===== src/rtl/fib_sequence_engine.sv =====
// fib_sequence_engine
// Fills an internal result buffer with the additive recurrence
// t[k] = t[k-1] + t[k-2], starting from two programmable seeds.
// A run starts with a start/done handshake. Each sum either wraps or
// saturates, and any carry sets a sticky overflow flag. A registered
// readback port gives access to the buffer, including while a run is
// in progress.

module fib_sequence_engine #(
    parameter int DATA_WIDTH = 32,
    parameter int DEPTH      = 16,
    parameter int ADDR_WIDTH = 4
) (
    input  logic                  clockSignal,
    input  logic                  resetSignal,
    input  logic                  start,
    input  logic [ADDR_WIDTH:0]   termCount,
    input  logic [DATA_WIDTH-1:0] seed0,
    input  logic [DATA_WIDTH-1:0] seed1,
    input  logic                  saturateMode,
    output logic                  busy,
    output logic                  done,
    output logic                  overflow,
    output logic [ADDR_WIDTH:0]   termsWritten,
    input  logic                  readEnable,
    input  logic [ADDR_WIDTH-1:0] readAddress,
    output logic [DATA_WIDTH-1:0] dataRead,
    output logic                  readValid
);

    // Counts and indices carry one extra bit so that the value DEPTH itself
    // can be represented.
    localparam logic [ADDR_WIDTH:0] DEPTH_COUNT = (ADDR_WIDTH + 1)'(DEPTH);
    localparam logic [ADDR_WIDTH:0] ZERO_TERMS  = '0;
    localparam logic [ADDR_WIDTH:0] ONE_TERM    = (ADDR_WIDTH + 1)'(1);
    localparam logic [ADDR_WIDTH:0] TWO_TERMS   = (ADDR_WIDTH + 1)'(2);

    typedef enum logic [2:0] {
        IDLE,
        SEED0,
        SEED1,
        CALC,
        DONE
    } stateType;

    stateType              state;

    // Values captured when start is accepted. They stay frozen for the whole run.
    logic [ADDR_WIDTH:0]   countReg;
    logic [DATA_WIDTH-1:0] seed0Reg;
    logic [DATA_WIDTH-1:0] seed1Reg;
    logic                  satReg;

    // Recurrence state: termA is t[k-2] and termB is t[k-1]. writeIdx is the
    // buffer slot that receives t[k].
    logic [DATA_WIDTH-1:0] termA;
    logic [DATA_WIDTH-1:0] termB;
    logic [ADDR_WIDTH:0]   writeIdx;

    logic [DATA_WIDTH-1:0] bufMem [DEPTH];

    logic [DATA_WIDTH:0]   sumWide;
    logic [DATA_WIDTH-1:0] nextTerm;
    logic [ADDR_WIDTH:0]   lastIdx;
    logic [ADDR_WIDTH:0]   clampedCount;
    logic                  readInRange;

    // Requested term counts above the buffer size are limited to the buffer size.
    function automatic logic [ADDR_WIDTH:0] clampCount(input logic [ADDR_WIDTH:0] requested);
        if (requested > DEPTH_COUNT) begin
            return DEPTH_COUNT;
        end
        return requested;
    endfunction

    // Turns a carry-extended sum into a stored term. With saturation, the
    // result is pinned at all-ones. Otherwise the carry is discarded
    // (modulo 2^DATA_WIDTH).
    function automatic logic [DATA_WIDTH-1:0] limitTerm(input logic [DATA_WIDTH:0] sum,
                                                        input logic                saturate);
        if (sum[DATA_WIDTH] && saturate) begin
            return '1;
        end
        return sum[DATA_WIDTH-1:0];
    endfunction

    // Sum of the two previous terms, the limited next term and the index of the final term.
    always_comb begin
        sumWide      = {1'b0, termA} + {1'b0, termB};
        nextTerm     = limitTerm(sumWide, satReg);
        lastIdx      = countReg - ONE_TERM;
        clampedCount = clampCount(termCount);
        readInRange  = ({1'b0, readAddress} < DEPTH_COUNT);
    end

    // Run sequencer: captures the inputs, writes the seeds and then one computed
    // term per cycle, and drives the registered handshake and status outputs.
    always_ff @(posedge clockSignal) begin
        if (resetSignal) begin
            state        <= IDLE;
            busy         <= 1'b0;
            done         <= 1'b0;
            overflow     <= 1'b0;
            termsWritten <= '0;
            countReg     <= '0;
            seed0Reg     <= '0;
            seed1Reg     <= '0;
            satReg       <= 1'b0;
            termA        <= '0;
            termB        <= '0;
            writeIdx     <= '0;
            for (int i = 0; i < DEPTH; i++) begin
                bufMem[i] <= '0;
            end
        end else begin
            case (state)
                IDLE: begin
                    if (start) begin
                        countReg     <= clampedCount;
                        seed0Reg     <= seed0;
                        seed1Reg     <= seed1;
                        satReg       <= saturateMode;
                        termsWritten <= '0;
                        overflow     <= 1'b0;
                        if (clampedCount == ZERO_TERMS) begin
                            // Nothing to write: go straight to the done pulse.
                            state <= DONE;
                            done  <= 1'b1;
                        end else begin
                            state <= SEED0;
                            busy  <= 1'b1;
                        end
                    end
                end

                SEED0: begin
                    bufMem[0]    <= seed0Reg;
                    termsWritten <= ONE_TERM;
                    if (countReg == ONE_TERM) begin
                        state <= DONE;
                        busy  <= 1'b0;
                        done  <= 1'b1;
                    end else begin
                        state <= SEED1;
                    end
                end

                SEED1: begin
                    bufMem[1]    <= seed1Reg;
                    termsWritten <= TWO_TERMS;
                    termA        <= seed0Reg;
                    termB        <= seed1Reg;
                    writeIdx     <= TWO_TERMS;
                    if (countReg == TWO_TERMS) begin
                        state <= DONE;
                        busy  <= 1'b0;
                        done  <= 1'b1;
                    end else begin
                        state <= CALC;
                    end
                end

                CALC: begin
                    bufMem[writeIdx[ADDR_WIDTH-1:0]] <= nextTerm;
                    // Sticky flag: it only ever sets during a run. Once the
                    // terms saturate, every later sum carries as well.
                    if (sumWide[DATA_WIDTH]) begin
                        overflow <= 1'b1;
                    end
                    termA        <= termB;
                    termB        <= nextTerm;
                    writeIdx     <= writeIdx + 1'b1;
                    termsWritten <= termsWritten + 1'b1;
                    if (writeIdx == lastIdx) begin
                        state <= DONE;
                        busy  <= 1'b0;
                        done  <= 1'b1;
                    end
                end

                DONE: begin
                    state <= IDLE;
                    done  <= 1'b0;
                end

                default: begin
                    state <= IDLE;
                    busy  <= 1'b0;
                    done  <= 1'b0;
                end
            endcase
        end
    end

    // Registered readback: one cycle of latency. The output holds its value
    // between requests. A read of the slot being written on the same edge
    // returns the old contents.
    always_ff @(posedge clockSignal) begin
        if (resetSignal) begin
            dataRead  <= '0;
            readValid <= 1'b0;
        end else begin
            readValid <= readEnable;
            if (readEnable) begin
                dataRead <= readInRange ? bufMem[readAddress] : '0;
            end
        end
    end

endmodule


===== config.mk =====
export PLATFORM = sky130hd
export DESIGN_NAME = fib_sequence_engine
export DESIGN_NICKNAME = d
export VERILOG_FILES = /design/src/rtl/fib_sequence_engine.sv
export SDC_FILE = /design/constraint.sdc
export NUM_CORES = 1
export LEC_CHECK = 0
export BUFFER_PORTS_ARGS = -buffer_cell sky130_fd_sc_hd__buf_2
export CAP_MARGIN = 20
export CORE_ASPECT_RATIO = 0.7
export CORE_UTILIZATION = 57
export CTS_BUF_LIST = sky130_fd_sc_hd__clkbuf_4 sky130_fd_sc_hd__clkbuf_8 sky130_fd_sc_hd__clkbuf_16
export DETAILED_ROUTE_END_ITERATION = 12
export PLACE_DENSITY = 0.85
export SETUP_SLACK_MARGIN = 0.1
export SYNTH_ARGS = -nofsm -noshare
export SYNTH_HDL_FRONTEND = slang
export SYNTH_SLANG_ARGS = --single-unit

===== constraint.sdc =====
create_clock -name clockSignal -period 7.4 [get_ports clockSignal]
set_input_delay 1.48 -clock clockSignal [delete_from_list [all_inputs] [get_ports clockSignal]]
set_output_delay 1.48 -clock clockSignal [all_outputs]
set_load 0.1 [all_outputs]

==> results of run 1 <==
==> metal layers <==
metal	global-route usage	routed length, um
met4	0.1004	2761
met5	0	0
met3	0.05880	10290
met1	0.4248	31110
met2	0.4928	39790
==> registers in the layout (all words and copies together) (netlist names), 3 cells and up <==
signal        count
seed0Reg         32
seed1Reg         32
termA            32
countReg          5
termB            32
writeIdx          5
state             3
dataRead         32
termsWritten      5
bufMem          512
==> synthesized netlist by cell type, types with 9 or more instances <==
| library cell | count |
|---|---|
| clkbuf_1 | 150 |
| mux2i_1 | 56 |
| xor2_1 | 16 |
| buf_2 | 29 |
| a21o_1 | 21 |
| mux4_2 | 160 |
| nand3_1 | 10 |
| a211oi_1 | 28 |
| o211ai_1 | 25 |
| ha_1 | 40 |
| dfxtp_1 | 183 |
| edfxtp_1 | 512 |
| a21oi_1 | 126 |
| nor3_1 | 23 |
| nand2b_1 | 16 |
| a22oi_1 | 9 |
| a211o_1 | 11 |
| nor2_1 | 564 |
| inv_1 | 11 |
| nand2_1 | 290 |
| xnor2_1 | 18 |
| buf_1 | 16 |
| o21ai_0 | 94 |
==> tightest hold or removal path: cells and delay by family (launching register included) <==
kind / cells / cell delay, ps
flops: 1 / 310
compound gates: 1 / 50
simple gates: 1 / 50
==> cell families after synthesis <==
| group | synth area share |
|---|---|
| AND/OR/NAND/NOR | 0.1236 |
| buffers and inverters | 0.02775 |
| XOR/XNOR | 0.009628 |
| AO/OA/AOI/OAI | 0.07112 |
| multiplexers | 0.1355 |
| flip-flops | 0.6155 |
| adder cells (fa/ha/maj) | 0.01683 |
==> through the flow <==
step                utilization  cells  hold WS, ps  instance area [um^2]  total power [W]
global route             0.6385   3336        489.9                 34260          0.01086
detailed placement       0.5988   3209        450.4                 32130         0.007332
floorplan                     -   2511        434.9                 30930         0.006578
global placement         0.5970   3205        447.8                 32030         0.007229
CTS                      0.6349   3322        462.2                 34070          0.01041
finish                   0.6386   3338        459.9                 34270          0.01051
==> worst paths after layout <==
| kind | to | slack [ps] |
|---|---|---|
| max | bufMem[0][31] | 2800 |
| min | seed1Reg[26] | 460 |
| max reg2reg | bufMem[0][31] | 2800 |
| min reg2reg | seed1Reg[26] | 460 |
==> where the power goes <==
group          internal [W]  total [W]  switching, W
Combinational      0.000722    0.00254       0.00181
Sequential          0.00458    0.00482      0.000245
Clock               0.00170    0.00315       0.00145
==> final cells by class <==
cell class | count | area, um^2
Antenna cell | 2 | 5.005
Sequential cell | 695 | 19040
Clock buffer | 73 | 1612
Timing Repair Buffer | 182 | 1241
Clock inverter | 40 | 329.1
Tap cell | 730 | 913.4
Multi-Input combinational cell | 1605 | 11090
Inverter | 11 | 41.29
Fill cell | 3852 | 19390
==> metrics.txt, run 1 <==
synth top area cells=edfxtp_1 50%, dfxtp_1 12%, mux4_2 12%; largest net degree at the start of global routing=77; layout cells sized above 1=0.1865; Final Wtd Congestion=approximately 0.95; worst path arrival time=4910 ps; worst skew pair latency=630 ps; Via density=roughly 6.4; TritonCTS clock tree=built; first-pass GRT wire length=approximately 130,000 um; Crit path max-delay family=compound AO/OA/AOI/OAI gates; final wirelength=around 84,000 um; Finish-stage setup viols=0; Reg2Reg Depth=12; CTS max path bufs=3; routed len/inst=around 25 um; Total Routing Usage GR=0.3067; maximum fanout along the worst path=32; peak supply drop=0.2400 mV; crit-path cells=ha_1 > fa_1 > a211oi_2 > o21ai_1 > o211ai_1 > a21oi_1 > a211oi_4 > nor2_2 > buf_4 > or2_0 > mux2i_2 > o21ai_0; setup TNS=0 ps; count of pins over their slew limit=0; DIE AREA=around 0.055 mm^2; Hold Path Class=reg2reg; share of the synthesized area in the top cell type=0.4971; vias=between 20k and 25k; drt first pass iters=6; DP Worst Slack=~2700 ps; fin crit share=0.6216; clock-pin slew on the worst setup and hold paths=70 ps; Top Ports=119; WS Path Type=reg2reg; max cap viols=0; Residual DRC=0; Critical Path Source=termA[0]; vias in the first global route=~21k; initial antenna violation count=1; FF+latch count, synth=~700; relative slew slack=0.1843; dpl hpwl=just over 50,000 um; Layout area overhead=10.79%; Synth Warn #=0; slowest stage cell, crit path=mux2i_2; status=finished, final reports clean; initial DRC count=3,275; Hold Vio Cnt, Final=0; worst slew pin tran=1223 ps; commonest cells after routing, fill and taps aside=564 x nor2_1, 512 x edfxtp_1, 289 x nand2_1, 182 x dfxtp_1, 160 x mux4_2; grt ovf=0; Data required, critical path=~7700 ps; critical path depth=12; reg-to-reg startpoint=termA[0]; dominant cell type by area after synthesis=edfxtp_1; CTS root buf=clkbuf_16; Power Density=a little over 300 mW/mm^2; Syn Std Cell Area=slightly above 0.03 mm^2; Final WS setup=around 2800 ps; hold buffers post-CTS=0; Netlist cell types=68; Worst Clk Skew=29.52 ps; largest stage delay on the critical path=~790 ps; # H-tree levels=2; Seq/Total Area, Yosys=0.6155; fraction of registers with async set/reset=0; leakage=12.20 nW; CTS buffer count=60; post-cts gate resize count=0; Chip Height=roughly 200 um; number of flops mapped to enable cells by yosys=512; CP Launch Type=flop; CP Buf/Inv Count=1; Synth Net Count=2,630; core area=approximately 0.054 mm^2; Syn Area/Cell=between 10 and 15 um^2; Routed Antenna Nets=0; RSZ-0062 raised after global routing=no; most common cell after layout, fill and taps aside=nor2_1; post-CTS setup buffers=0; Initial Util=0.5764; port bufs=~120; minimum clock period=4600 ps; Core Rows=71; Cells after Synth=about 2.5k; Hold Crit Depth=2; Synth Flop Type=edfxtp_1; Die X=roughly 280 um; min-delay src=seed1Reg[26]; Clock Sinks=between 600 and 700; fmax=0.2174 GHz; Setup crit end kind=flop; nets=~2.7k
Note: power is estimated with default switching activity, not from simulation.
==> inputs of run 2 (changes only) <==
- CORE_UTILIZATION: 57 -> 56
- PLACE_DENSITY: 0.85 -> 0.87
- clock period: 7.4 -> 3.7 ns (I/O delays scaled with it)
==> metrics.txt, run 2 (same netlist as run 1, synthesis figures left out) <==
final wirelength=85,450 um (was 83,960 um); fin cells=3,380 (was 3,338); peak supply drop=0.3737 mV (was 0.2400 mV); vias in the first global route=22.18k (was 21.33k); Top Ports=119 (unchanged); dpl hpwl=52,820 um (was 51,430 um); WS Path Type=reg2reg (unchanged); min-delay src=seed1[28] (was seed1Reg[26]); relative slew slack=0.2100 (was 0.1843); Reg area=0.01904 mm^2 (unchanged); ant diodes=0 (was 2); CP Launch Type=flop (unchanged); largest net degree at the start of global routing=186 (was 77); fin util=0.6435 (was 0.6386); Worst Clk Skew=36.47 ps (was 29.52 ps); DIE AREA=0.05619 mm^2 (was 0.05521 mm^2); # fillers=3,759 (was 3,852); Finish-stage setup viols=0 (unchanged); placed instance area=0.03270 mm^2 (was 0.03213 mm^2); worst skew pair latency=640 ps (was 630 ps); Data required, critical path=4040 ps (was 7710 ps); Setup crit end kind=flop (unchanged); minimum hold slack=346.2 ps (was 459.9 ps); CTS buffer count=60 (unchanged); Residual DRC=0 (unchanged); routed len/inst=25.28 um (was 25.15 um); # H-tree levels=2 (unchanged); Via density=6.420 (was 6.418); CTS root buf=clkbuf_16 (unchanged); commonest cells after routing, fill and taps aside=563 x nor2_1, 512 x edfxtp_1, 289 x nand2_1, 182 x dfxtp_1, 160 x mux4_2 (was 564 x nor2_1, 512 x edfxtp_1, 289 x nand2_1, 182 x dfxtp_1, 160 x mux4_2); count of pins over their slew limit=0 (unchanged); TritonCTS clock tree=built (unchanged); core area=0.05410 mm^2 (was 0.05366 mm^2); RSZ-0062 raised after global routing=yes (was no); port bufs=118 (unchanged); Routed Antenna Nets=0 (unchanged); clock-pin slew on the worst setup and hold paths=70 ps (about the same); Hold Path Class=in2reg (was reg2reg); max cap viols=0 (unchanged); Clock Sinks=695 (unchanged); fin crit share=0.9716 (was 0.6216); setup TNS=0 ps (unchanged); layout cells sized above 1=0.2004 (was 0.1865); initial antenna violation count=0 (was 1); minimum clock period=3595 ps (was 4600 ps); Final Wtd Congestion=0.9789 (was 0.9537); worst slew pin tran=1185 ps (was 1223 ps); Power Density=615.3 mW/mm^2 (was 306.6 mW/mm^2); worst path arrival time=3940 ps (was 4910 ps); placed insts=3,265 (was 3,209); leakage=12.51 nW (was 12.20 nW); most common cell after layout, fill and taps aside=nor2_1 (unchanged); final instance area=0.03481 mm^2 (was 0.03427 mm^2); max FFs per register=512 (unchanged); vias=21.70k (was 21.42k); Chip Height=198.6 um (was 196.9 um); Hold Vio Cnt, Final=0 (unchanged); nets=2,717 (was 2,674); largest register by flop count=bufMem (unchanged); CTS max path bufs=3 (unchanged); maximum fanout along the worst path=19 (was 32); grt ovf=0 (unchanged); status=finished, final reports clean (unchanged); Core Rows=71 (unchanged); reg-to-reg startpoint=termA[0] (unchanged); Layout area overhead=12.55% (was 10.79%); multi-input logic area=0.01109 mm^2 (about the same); Total Routing Usage GR=0.3097 (was 0.3067); R2R Setup Slk=100 ps (was 2800 ps); Initial Util=0.5717 (was 0.5764); first-pass GRT wire length=129,300 um (was 127,100 um); drt first pass iters=6 (unchanged); initial DRC count=2,966 (was 3,275); fmax=0.2782 GHz (was 0.2174 GHz); Critical Path Source=termA[0] (unchanged); Die X=282.9 um (was 280.4 um)
-- run 2: timing repair --
item                                    CTS  global route
endpoints found under the setup margin    0            26
hold buffers                              0             0
buffers inserted                          0             0
gates resized for setup                   0             2
-- run 2: final timing paths --
check,cells past startpoint,to
min,3,seed1Reg[28]
max,13,bufMem[1][15]
max reg2reg,13,bufMem[1][15]
min reg2reg,2,seed1Reg[28]
-- run 2: final cells by class --
type | instances | area share
inverter | 11 | 0.001186
multi-input combinational | 1605 | 0.3185
timing repair buffer | 225 | 0.04737
clock inverter | 28 | 0.007727
sequential | 695 | 0.5469
clock buffer | 86 | 0.05204
tap | 730 | 0.02624
-- run 2: worst max-delay path, cell delays in order, from the launching register on --
cell and delay, ps:
dfxtp_1 320, ha_1 230, fa_1 450, a211oi_2 260, o21ai_1 130, o211ai_1 190
buf_4 170, a21oi_1 120, a211oi_4 250, nor2_2 150, buf_12 190, buf_4 150
nor2_2 520, o21ai_0 190
-- run 2: where the power goes --
group	internal, W	switching (W)
sequential	0.00915	0.000458
clock	0.00370	0.00289
combinational	0.00162	0.00360
-- run 2: routing by layer --
metal,routed length [um],track usage,up-vias
li1,-,-,9251
met2,41210,0.5087,1563
met5,0,0,-
met4,3342,0.1219,0
met3,10790,0.06895,282
met1,30110,0.4028,10600
-- run 2: per-stage QoR --
step | setup WS (ps) | power, W
after floorplan | 488.2 | 0.01316
after global placement | 307.9 | 0.01460
after detailed placement | 152.8 | 0.01484
after CTS | 137.0 | 0.02132
after global routing | -19.12 | 0.02214
final | 105.0 | 0.02142
==> inputs of run 3 (changes only) <==
- ABC_AREA: unset -> 1
==> metrics.txt, run 3 <==
status=finished, final reports clean (unchanged); relative slew slack=0.2871 (was 0.2100); worst skew pair latency=640 ps (about the same); Residual DRC=0 (unchanged); fin cells=4,649 (was 3,380); fin crit share=0.8361 (was 0.9716); max FFs per register=512 (unchanged); Syn Area/Cell=8.854 um^2 (was 12.32 um^2); Reg area=0.01904 mm^2 (about the same); post-CTS setup buffers=0 (unchanged); FF+latch count, synth=695 (unchanged); Data required, critical path=4040 ps (about the same); DIE AREA=0.06090 mm^2 (was 0.05619 mm^2); number of flops mapped to enable cells by yosys=512 (unchanged); worst slew pin tran=1069 ps (was 1185 ps); most common cell in the synthesized netlist=nor2_1 (unchanged); FF-to-FF End=bufMem[4][8] (was bufMem[1][15]); hold buffers post-CTS=0 (unchanged); grt ovf=0 (unchanged); Routed Antenna Nets=0 (unchanged); dpl hpwl=62,670 um (was 52,820 um); R2R Setup Slk=610 ps (was 100 ps); final wirelength=101,200 um (was 85,450 um); fraction of registers with async set/reset=0 (unchanged); ant diodes=0 (unchanged); Hold Vio Cnt, Final=0 (unchanged); main combinational cell family by area after synthesis=simple AND/OR/NAND/NOR gates (was multiplexers); Netlist cell types=46 (was 68); largest net degree at the start of global routing=129 (was 186); layout cells sized above 1=0.1156 (was 0.2004); Seq/Total Area, Yosys=0.5675 (was 0.6155); Top Ports=119 (unchanged); Hold Path Class=in2reg (unchanged); crit-path cells=ha_1 > fa_1 > nand2_1 > nand2_1 > nand3b_1 > nand2_1 > nand2_1 > nand2_1 > nand2_1 > nand2_2 > nand2_4 > buf_12 > nand2_4 > inv_2 > nor2_1 (was ha_1 > fa_1 > a211oi_2 > o21ai_1 > o211ai_1 > buf_4 > a21oi_1 > a211oi_4 > nor2_2 > buf_12 > buf_4 > nor2_2 > o21ai_0); min-delay src=termCount[1] (was seed1[28]); # fillers=4,530 (was 3,759); CP Launch Type=flop (unchanged); Layout area overhead=10.01% (was 12.55%); XOR/XNOR share of the synthesized area=0.005744 (was 0.009628); Total Routing Usage GR=0.3306 (was 0.3097); setup TNS=0 ps (unchanged); mux cell area share after synthesis=0 (was 0.1355); Initial Util=0.5706 (was 0.5717); Via density=6.066 (was 6.420); vias in the first global route=26.98k (was 22.18k); synth top area cells=edfxtp_1 46%, dfxtp_1 11%, nor2_1 8.4% (was edfxtp_1 50%, dfxtp_1 12%, mux4_2 12%); CTS buffer count=60 (unchanged); Die X=294.5 um (was 282.9 um); Finish-stage setup viols=0 (unchanged); largest stage delay on the critical path=450 ps (was 520 ps); reg-to-reg startpoint=termB[0] (was termA[0]); Worst Clk Skew=37.97 ps (was 36.47 ps); port bufs=118 (unchanged); Reg2Reg Depth=15 (was 13); dominant cell type by area after synthesis=edfxtp_1 (unchanged); commonest cells after routing, fill and taps aside=745 x nor2_1, 692 x nand2_1, 512 x edfxtp_1, 382 x o21ai_0, 364 x inv_1 (was 563 x nor2_1, 512 x edfxtp_1, 289 x nand2_1, 182 x dfxtp_1, 160 x mux4_2); max cap viols=0 (unchanged); placed insts=4,536 (was 3,265); Core Rows=74 (was 71); multi-input logic area=0.01176 mm^2 (was 0.01109 mm^2); fmax=0.3233 GHz (was 0.2782 GHz); Synth Net Count=3,908 (was 2,630); first-pass GRT wire length=152,400 um (was 129,300 um); most common cell after layout, fill and taps aside=nor2_1 (unchanged); routed len/inst=21.76 um (was 25.28 um); TritonCTS clock tree=built (unchanged); synth cell count leaders=747 x nor2_1, 693 x nand2_1, 512 x edfxtp_1, 382 x o21ai_0, 367 x inv_1 (was 564 x nor2_1, 512 x edfxtp_1, 290 x nand2_1, 183 x dfxtp_1, 160 x mux4_2); CTS root buf=clkbuf_16 (unchanged); Power Density=552.7 mW/mm^2 (was 615.3 mW/mm^2); share of the synthesized area in the top cell type=0.4583 (was 0.4971); Hold Crit Depth=3 (unchanged); area fraction in compound gates after synthesis=0.1214 (was 0.07112); initial antenna violation count=0 (unchanged); vias=28.20k (was 21.70k); CP most frequent cell=nand2_1; Synth Flop Type=edfxtp_1 (unchanged); initial DRC count=4,654 (was 2,966); post-cts gate resize count=0 (unchanged); count of pins over their slew limit=0 (unchanged); minimum clock period=3094 ps (was 3595 ps); slowest stage cell, crit path=fa_1 (was nor2_2); Final Wtd Congestion=1.018 (was 0.9789); simple-gate share of the synthesized area=0.2076 (was 0.1236); drt first pass iters=6 (unchanged); largest register by flop count=bufMem (unchanged); post-synthesis adder-cell area fraction=0.01552 (was 0.01683); worst path arrival time=3430 ps (was 3940 ps); Clock Sinks=695 (unchanged); peak supply drop=0.7753 mV (was 0.3737 mV); nets=3,919 (was 2,717); # H-tree levels=2 (unchanged); RSZ-0062 raised after global routing=no (was yes); Setup crit end kind=flop (unchanged); Synth Warn #=0 (unchanged); clock-pin slew on the worst setup and hold paths=60 ps (was 70 ps); WS Path Type=reg2reg (unchanged); leakage=15.09 nW (was 12.51 nW); maximum fanout along the worst path=21 (was 19); Cells after Synth=3,789 (was 2,511); Chip Height=206.8 um (was 198.6 um); core area=0.05879 mm^2 (was 0.05410 mm^2); CTS max path bufs=3 (unchanged); hold endpoint=countReg[1] (was seed1Reg[28]); Syn Std Cell Area=0.03355 mm^2 (was 0.03093 mm^2)
run 3: layout make-up:
| type | count | share of cell area |
|---|---|---|
| inverter | 412 | 0.04208 |
| sequential | 695 | 0.5159 |
| tap | 798 | 0.02706 |
| timing repair buffer | 190 | 0.03672 |
| clock buffer | 83 | 0.04655 |
| multi-input combinational | 2441 | 0.3187 |
| clock inverter | 30 | 0.01295 |
run 3: cells by family after synthesis:
group,after synthesis
XOR/XNOR,22
AND/OR/NAND/NOR,1657
AO/OA/AOI/OAI,721
flip-flops,695
buffers and inverters,653
adder cells (fa/ha/maj),41
run 3: report_power, final:
| group | switching [W] | internal [W] |
|---|---|---|
| Combinational | 0.00296 | 0.000902 |
| Clock | 0.00295 | 0.00410 |
| Sequential | 0.000370 | 0.00911 |
| Total | 0.00628 | 0.0141 |
run 3: per-stage QoR:
stage / utilization / total power (W) / hold slack, ps / setup WS [ps] / cell area [um^2]
finish: 0.6277 / 0.02040 / 382.4 / 606.5 / 36900
detailed placement: 0.5903 / 0.01336 / 448.2 / 645.7 / 34710
global route: 0.6277 / 0.02101 / 394.3 / 455.2 / 36900
CTS: 0.6277 / 0.02025 / 377.1 / 654.3 / 36900
floorplan: - / 0.01221 / 430.0 / 1004 / 33550
global placement: 0.5903 / 0.01324 / 440.7 / 734.3 / 34710
run 3: worst max-delay path by stage:
| stage | from | end | depth (start not counted) |
|---|---|---|---|
| after floorplan | resetSignal | bufMem[9][0] | 5 |
| after global placement | termA[0] | bufMem[14][14] | 15 |
| after detailed placement | termB[0] | bufMem[14][14] | 15 |
| after CTS | termA[0] | bufMem[14][14] | 15 |
| after global routing | termB[0] | bufMem[5][20] | 15 |
| final | termB[0] | bufMem[4][8] | 15 |
run 3: critical path, delay by kind of cell, from the launching register on:
kind | cells | cell delay [ps]
flip-flops | 1 | 330
buffers and inverters | 2 | 560
adder cells (fa/ha/maj) | 2 | 680
AND/OR/NAND/NOR | 11 | 1200
run 3: per-layer routing:
layer | wire length (um) | vias to the layer above | track usage | part of all wire
li1 | - | 12520 | - | -
met1 | 36760 | 12920 | 0.4554 | 0.36
met2 | 44470 | 2371 | 0.5111 | 0.44
met3 | 15710 | 388 | 0.07323 | 0.16
met4 | 4221 | 0 | 0.1334 | 0.042
met5 | 0 | - | 0 | 0
